### src/rtl/pc_shutdown_responder.sv
// Computer-side end of the no-break power interface: boots, runs, flushes dirty blocks on request, acknowledges halt.
// Optional feature macro: PC_AUTO_SAVE_ON_BATTERY_EN (flush dirty blocks while running on battery).
module pc_shutdown_responder #(
   parameter int BOOT_CYCLES  = 4,
   parameter int DIRTY_PERIOD = 3,
   parameter int NBLOCKS      = 8
) (
   input  logic       clk_2,
   input  logic       reset,
   input  logic       energia_entrada,
   input  logic       shutdown_req,
   input  logic       indicador_bateria,
   output logic       pc_ligado,
   output logic       salvando,
   output logic       desligado_ok,
   output logic [2:0] estado,
   output logic [3:0] blocos_sujos,
   output logic [7:0] blocos_salvos,
   output logic [3:0] num_perdas
);

   localparam int BW = (BOOT_CYCLES > 1) ? $clog2(BOOT_CYCLES) : 1;
   localparam int TW = (DIRTY_PERIOD > 1) ? $clog2(DIRTY_PERIOD) : 1;
   localparam logic [BW-1:0] BOOT_LAST = BW'(BOOT_CYCLES - 1);
   localparam logic [TW-1:0] TMR_LAST  = TW'(DIRTY_PERIOD - 1);
   localparam logic [3:0]    NB_MAX    = 4'(NBLOCKS);

   typedef enum logic [2:0] {
      DESLIGADO = 3'd0,
      INICIANDO = 3'd1,
      OPERANDO  = 3'd2,
      SALVANDO  = 3'd3,
      PARANDO   = 3'd4,
      PARADO    = 3'd5
   } state_t;

   state_t        state, state_n;
   logic [BW-1:0] boot_cnt, boot_n;
   logic [TW-1:0] dirty_tmr, tmr_n;
   logic [3:0]    sujos_n, perdas_n;
   logic [7:0]    salvos_n;
   logic          auto_flush, auto_n;

   always_ff @(posedge clk_2) begin
      if (reset) begin
         state         <= DESLIGADO;
         boot_cnt      <= '0;
         dirty_tmr     <= '0;
         blocos_sujos  <= '0;
         blocos_salvos <= '0;
         num_perdas    <= '0;
         auto_flush    <= 1'b0;
      end else begin
         state         <= state_n;
         boot_cnt      <= boot_n;
         dirty_tmr     <= tmr_n;
         blocos_sujos  <= sujos_n;
         blocos_salvos <= salvos_n;
         num_perdas    <= perdas_n;
         auto_flush    <= auto_n;
      end
   end

   always_comb begin
      state_n  = state;
      boot_n   = boot_cnt;
      tmr_n    = dirty_tmr;
      sujos_n  = blocos_sujos;
      salvos_n = blocos_salvos;
      perdas_n = num_perdas;
      auto_n   = 1'b0;
      if (!energia_entrada && (state == INICIANDO || state == OPERANDO ||
                               state == SALVANDO  || state == PARANDO)) begin
         state_n = DESLIGADO;
         sujos_n = '0;
         if (num_perdas != 4'hF) perdas_n = num_perdas + 4'd1;
      end else if (!energia_entrada && state == PARADO) begin
         state_n = DESLIGADO;
      end else begin
         case (state)
            DESLIGADO: begin
               if (energia_entrada && !shutdown_req) begin
                  state_n = INICIANDO;
                  boot_n  = '0;
               end
            end
            INICIANDO: begin
               if (shutdown_req) begin
                  state_n = PARANDO;
               end else if (boot_cnt == BOOT_LAST) begin
                  state_n = OPERANDO;
                  tmr_n   = '0;
               end else begin
                  boot_n = boot_cnt + BW'(1);
               end
            end
            OPERANDO: begin
               // a shutdown request takes this cycle's dirty-timer tick
               if (shutdown_req) begin
                  state_n = (blocos_sujos != '0) ? SALVANDO : PARANDO;
`ifdef PC_AUTO_SAVE_ON_BATTERY_EN
               end else if (indicador_bateria) begin
                  if (blocos_sujos != '0) begin
                     sujos_n  = blocos_sujos - 4'd1;
                     salvos_n = blocos_salvos + 8'd1;
                     auto_n   = 1'b1;
                  end
`endif
               end else if (dirty_tmr == TMR_LAST) begin
                  tmr_n = '0;
                  if (blocos_sujos < NB_MAX) sujos_n = blocos_sujos + 4'd1;
               end else begin
                  tmr_n = dirty_tmr + TW'(1);
               end
            end
            SALVANDO: begin
               if (blocos_sujos != '0) begin
                  sujos_n  = blocos_sujos - 4'd1;
                  salvos_n = blocos_salvos + 8'd1;
               end
               if (blocos_sujos <= 4'd1) state_n = PARANDO;
            end
            PARANDO: state_n = PARADO;
            PARADO: begin
               if (!shutdown_req) state_n = DESLIGADO;
            end
            default: state_n = DESLIGADO;
         endcase
      end
   end

`ifdef PC_AUTO_SAVE_ON_BATTERY_EN
   assign salvando = (state == SALVANDO) || auto_flush;
`else
   logic unused_bateria;
   assign unused_bateria = indicador_bateria ^ auto_flush;
   assign salvando       = (state == SALVANDO);
`endif

   assign pc_ligado    = (state == INICIANDO) || (state == OPERANDO) || (state == SALVANDO);
   assign desligado_ok = (state == PARADO);
   assign estado       = state;

endmodule

### config.mk
export PLATFORM = sky130hd
export DESIGN_NAME = pc_shutdown_responder
export DESIGN_NICKNAME = d
export VERILOG_FILES = /design/src/rtl/pc_shutdown_responder.sv
export SDC_FILE = /design/constraint.sdc
export NUM_CORES = 1
export LEC_CHECK = 0
export CAP_MARGIN = 30
export CORE_ASPECT_RATIO = 0.8
export CORE_MARGIN = 3
export CORE_UTILIZATION = 45
export CTS_CLUSTER_SIZE = 12
export DETAILED_ROUTE_END_ITERATION = 12
export PLACE_DENSITY_LB_ADDON = 0.15
export SLEW_MARGIN = 20
export SYNTH_ARGS = -nofsm -noshare
export SYNTH_HDL_FRONTEND = slang
export SYNTH_SLANG_ARGS = --single-unit
export TNS_END_PERCENT = 50
### constraint.sdc
create_clock -name clk_2 -period 2.7 [get_ports clk_2]
set_input_delay 0.54 -clock clk_2 [delete_from_list [all_inputs] [get_ports clk_2]]
set_output_delay 0.54 -clock clk_2 [all_outputs]
set_load 0.02 [all_outputs]
# Word-level counts from Yosys, hierarchy flattened
# Index checks and enable logic that the tools add are counted.
dict set report totals {
  word_cells 79
  in_bits 5
  register_bits 23
  out_inout_bits 22
}
dict set report op_classes {
  addsub 6
  n_reduce_logical 21
  mux 22
  eq_ne 20
  n_bitwise 2
  order_cmp 2
}
# cell count
set ops {}
lappend ops {{$mux 3} 7}
lappend ops {{$pmux 3 s6} 1}
lappend ops {{$reduce_and 6->1} 3}
lappend ops {{$mux 4} 4}
lappend ops {{$mux 2} 7}
lappend ops {{$ne 2x2->1 const B} 6}
lappend ops {{$ne 2x1->1 const B} 5}
lappend ops {{$add 4x1->4 const B} 2}
lappend ops {{$add 8x1->8 const B} 1}
lappend ops {{$pmux 2 s2} 2}
lappend ops {{$pmux 4 s2} 1}
lappend ops {{$eq 3x2->1 const B} 2}
lappend ops {{$eq 3x3->1 const B} 2}
lappend ops {{$reduce_bool 2->1} 3}
lappend ops {{$reduce_and 5->1} 1}
lappend ops {{$add 2x1->2 const B} 2}
lappend ops {{$eq 2x2->1 const B} 2}
lappend ops {{$le 4x1->1 const B} 1}
lappend ops {{$lt 4x4->1 const B} 1}
lappend ops {{$ne 4x4->1 const B} 1}
lappend ops {{$reduce_and 4->1} 1}
lappend ops {{$reduce_bool 4->1} 1}
lappend ops {{$sub 4x1->4 const B} 1}
lappend ops {{$eq 3x1->1 const B} 1}
lappend ops {{other kinds (9)} 15}

# Longest topological paths before layout
dict set report logic_depth {
  ltp_word 7
  ltp_mapped 8
  mapped_depth_nobuf 6
}

# Worst setup path after synthesis
# No wires, ideal clock.
dict set report synth_timing {
  path_kind {reg-to-reg}
  start {reg blocos_sujos[0]}
  end {reg blocos_salvos[7]}
  arrival_ns 1.947
  setup_slack_ns 0.683
  setup_ns 0.071
  path_buffers 2
  path_stages_with_launch 9
  required_ns 2.629
  period_less_slack_ns 2.017
  path_cell_list {dfxtp_1 inv_1 ha_1 or3b_1 buf_6 nand4_4 buf_6 or4_1 a21oi_1}
}
dict set report synth_between {
  elab_chain_len 2
}
# element line
set synth_rtl {}
lappend synth_rtl {{from (decl)} 17} ;# output logic [3:0] blocos_sujos,
lappend synth_rtl {{from (signal assigned)} 57} ;# blocos_sujos <= sujos_n;
lappend synth_rtl {{$reduce_bool 4->1} 117} ;# if (blocos_sujos != '0) begin
lappend synth_rtl {{$reduce_and 4->1 (no source line)} -}
lappend synth_rtl {{to (signal assigned)} 58} ;# blocos_salvos <= salvos_n;
lappend synth_rtl {{to (decl)} 18} ;# output logic [7:0] blocos_salvos,
# Every way passes these cells.
# A chain may end at the register's enable or synchronous reset.

# Worst setup path in the final report
dict set report layout_timing {
  start {reg state[1] (netlist: estado[1])}
  end {out pc_ligado}
}
dict set report layout_between {
  elab_chain_len 3
  word_cells_on_any_way 5
  classes_between {eq/ne (3); reduce/logical (2)}
}
# element line
set layout_rtl {}
lappend layout_rtl {{from (decl)} 37} ;# state_t state, state_n;
lappend layout_rtl {{from (signal assigned)} 54} ;# state <= state_n;
lappend layout_rtl {{$eq 3x1->1 / $eq 3x2->1 (equally long branches)} 140} ;# assign pc_ligado = (state == INICIANDO) || (state == OPERANDO) || (state == SALVANDO);
lappend layout_rtl {{$logic_or 1x1->1} 140}
lappend layout_rtl {{$logic_or 1x1->1 (*)} 140}
lappend layout_rtl {{to (decl)} 13} ;# output logic pc_ligado,
# Every way passes the cells marked *; elsewhere a longest branch is shown, timed or not.

==> impl_results.md <==
* Unique cell type count in the Yosys netlist at 53
* Post-synthesis net count at 186
* FMAX at 409 MHz
* Final Hold Fails at 0
* Post-Place Worst Slack at between 0.4 and 0.5 ns
* # setup viols final at 0
* Commonest non-fill, non-tap cell in the layout: clkdlybuf4s50_1
* Comb pwr share at 0.114
* First-pass iteration count of the detailed router at 4
* Power Dens Cells at ~360 mW/mm2
* Postcts setup bufs at 0
* Flop pwr share at 0.546
* Min-Delay Path Class: reg -> reg
* Seq/Total Area, Yosys at 0.315
* Number of flops mapped to enable cells by yosys at 0
* Yosys reg bits at 23
* Routability cong. at 0.837
* Total Wirelength at ~3200 um
* Largest net degree at the start of global routing at 20
* Total core area at 0.00294 mm2
* Die area at 0.00397 mm2
* Site Rows at 17
* Post-CTS sizing at 0
* Critical-path cell list: inv_1, a21oi_1, clkdlybuf4s50_1
* Period utilisation layout at 0.906
* Syn Area/Cell at 8.35 um2
* Required time worst endpoint at 2.16 ns
* DRC viols at 0
* Tmin final at 2.45 ns
* Post-Syn Area at 0.00146 mm2
* Root Buffer: clkbuf_8
* Share of layout cells above drive strength 1 at 0.0711
* Area Growth Syn to Fin at 20.6%
* Critical path endpoint category: output pin
* Ys Warns at 0
* Count of pins over their slew limit at 0
* Die Wd at between 60 and 70 um
* Ant. Diodes at 0
* Initial antenna violation count at 0
* DP Wirelength at between 2000 and 2500 um
* Highest-count cells in the layout ignoring fill and taps: clkdlybuf4s50_1, dfxtp_1, a21oi_1
* Slowest CP cell: dfxtp_1
* Initial DRC count at 87
* Nets at around 210
* Ports at 27
* Gr usage total at 0.170
* Power, Total at approximately 640 uW
* Max-cap violations at 0
* Reg clk slew, reported paths at 0.08 ns
* Post-synth ARST share at 0
* Slew margin rel. at 0.607
* DR WL/cell at 13.8 um
* Post-route core utilization at 0.601
* Vias per cell at 5.85
* TritonCTS Buffers at 3
* Clock network fraction of total power at 0.340
* P_sw at ~160 uW
* Setup TNS at 0 ns
* Worst Path Arrival at 1.91 ns
* Max FO, Critical Path at 19
* Skew-Pair Late Insertion Delay at 0.26 ns
* Worst setup margin at 0.254 ns
* Initial Util at 0.498
* Critical path type: reg -> out
* Critical Path Source Type: flip-flop
* Setup Skew at between 0.003 and 0.004 ns
* Slowest stage delay, CP at 0.70 ns
* Vias in the first global route at roughly 1200
* Leak at 0.000694 uW
* CTS hold repair buffers at 0
* Status: finished, final reports clean
* Sw frac at 0.252
* H-tree Lvls at 1
* DR vias at 1374
* Hold Slack at 0.480 ns
* PortBufs at 25
* Remaining antenna violation count at 0
* Worst VDD drop at 244 uV
* CTS tree: yes
* First-pass GRT wire length at 5640 um
* Ys flop type: dfxtp_1
* Die Ht at 57.0 um
* Bufs on Longest Clock Path at 2
* CTS Sinks at 23
* Worst-Margin Slew at 0.589 ns
* Overflow after GRT at 0
* Synthesized instance count at 175
* Unrepaired setup endpoints after global routing: false
* Internal power at 478 uW
## layer usage
layer | routed length [um] | vias to the layer above | global-route usage
met5 | 0 | - | 0
met4 | 17 | 0 | 0.0246
met3 | 176 | 2 | 0.0405
met2 | 1460 | 33 | 0.274
met1 | 1580 | 646 | 0.237
li1 | - | 693 | -
## worst max-delay path: cells and delay by family, from the launching register on
family	cells	cell delay, ns
flip-flops	1	0.70
buffers and inverters	2	0.77
AO/OA/AOI/OAI	1	0.17
## metrics by stage
| step | std cells | instance area, um2 |
|---|---|---|
| 3_5_place_dp | 231 | 1710 |
| 4_1_cts | 235 | 1760 |
| 3_3_place_gp | 231 | 1710 |
| 2_1_floorplan | 175 | 1460 |
| 6_report | 235 | 1760 |
| 5_1_grt | 235 | 1760 |
## registers in the layout, indices dropped and copies added, names as in the netlist
register and flops:
blocos_salvos 8, blocos_sujos 4, num_perdas 4, estado 3
boot_cnt 2, dirty_tmr 2
## cell families (layout without fill, tap and decap cells)
kind of cell    after synthesis  after routing  share of synthesized area
simple gates                 69             69                      0.294
compound gates               47             47                      0.200
flops                        23             23                      0.315
buf+inv                      20             42                     0.0745
fa+ha+maj                     6              6                     0.0514
mux                           6              6                     0.0411
xor+xnor                      4              4                     0.0240
## final cells by class
class	instances	area [um2]
clock buffers	3	41.3
well taps	38	47.5
fillers	260	1170
clock inverters	1	7.51
flip-flops and latches	23	460
inverters	9	33.8
repair buffers	29	280
multi-input cells	132	892
## power by group through the flow
stage | clock [uW] | combinational, uW | sequential (uW)
after CTS | 227 | 72.7 | 349
after global placement | 0 | 70.7 | 357
after detailed placement | 0 | 72.1 | 357
after global routing | 239 | 79.5 | 350
after floorplan | 0 | 48.3 | 357
final | 218 | 72.6 | 349
## worst paths after layout
check                                     start  cells after the start                to  slack [ns]
worst max-delay path                  estado[1]                      3         pc_ligado        0.25
worst min-delay path                boot_cnt[1]                      2       boot_cnt[1]        0.48
worst max register to register  blocos_sujos[0]                      6  blocos_salvos[5]        0.63
worst min register to register      boot_cnt[1]                      2       boot_cnt[1]        0.48
## cell usage after synthesis (all sizes together) (3+ instances only)
master  instances  area share
a21oi          20       0.068
and3            4       0.017
buf             5       0.036
clkbuf          6       0.015
dfxtp          23        0.32
ha              6       0.051
inv             9       0.023
mux2i           6       0.041
nand2           7       0.018
nand2b          3       0.013
nand3           7       0.024
nand4           5       0.032
nor2           12       0.031
nor3            6       0.021
nor3b           3       0.019
o21ai           9       0.031
o31ai           3       0.015
or3             4       0.017
or4             5       0.026
Power figures use the tool's default switching activity.
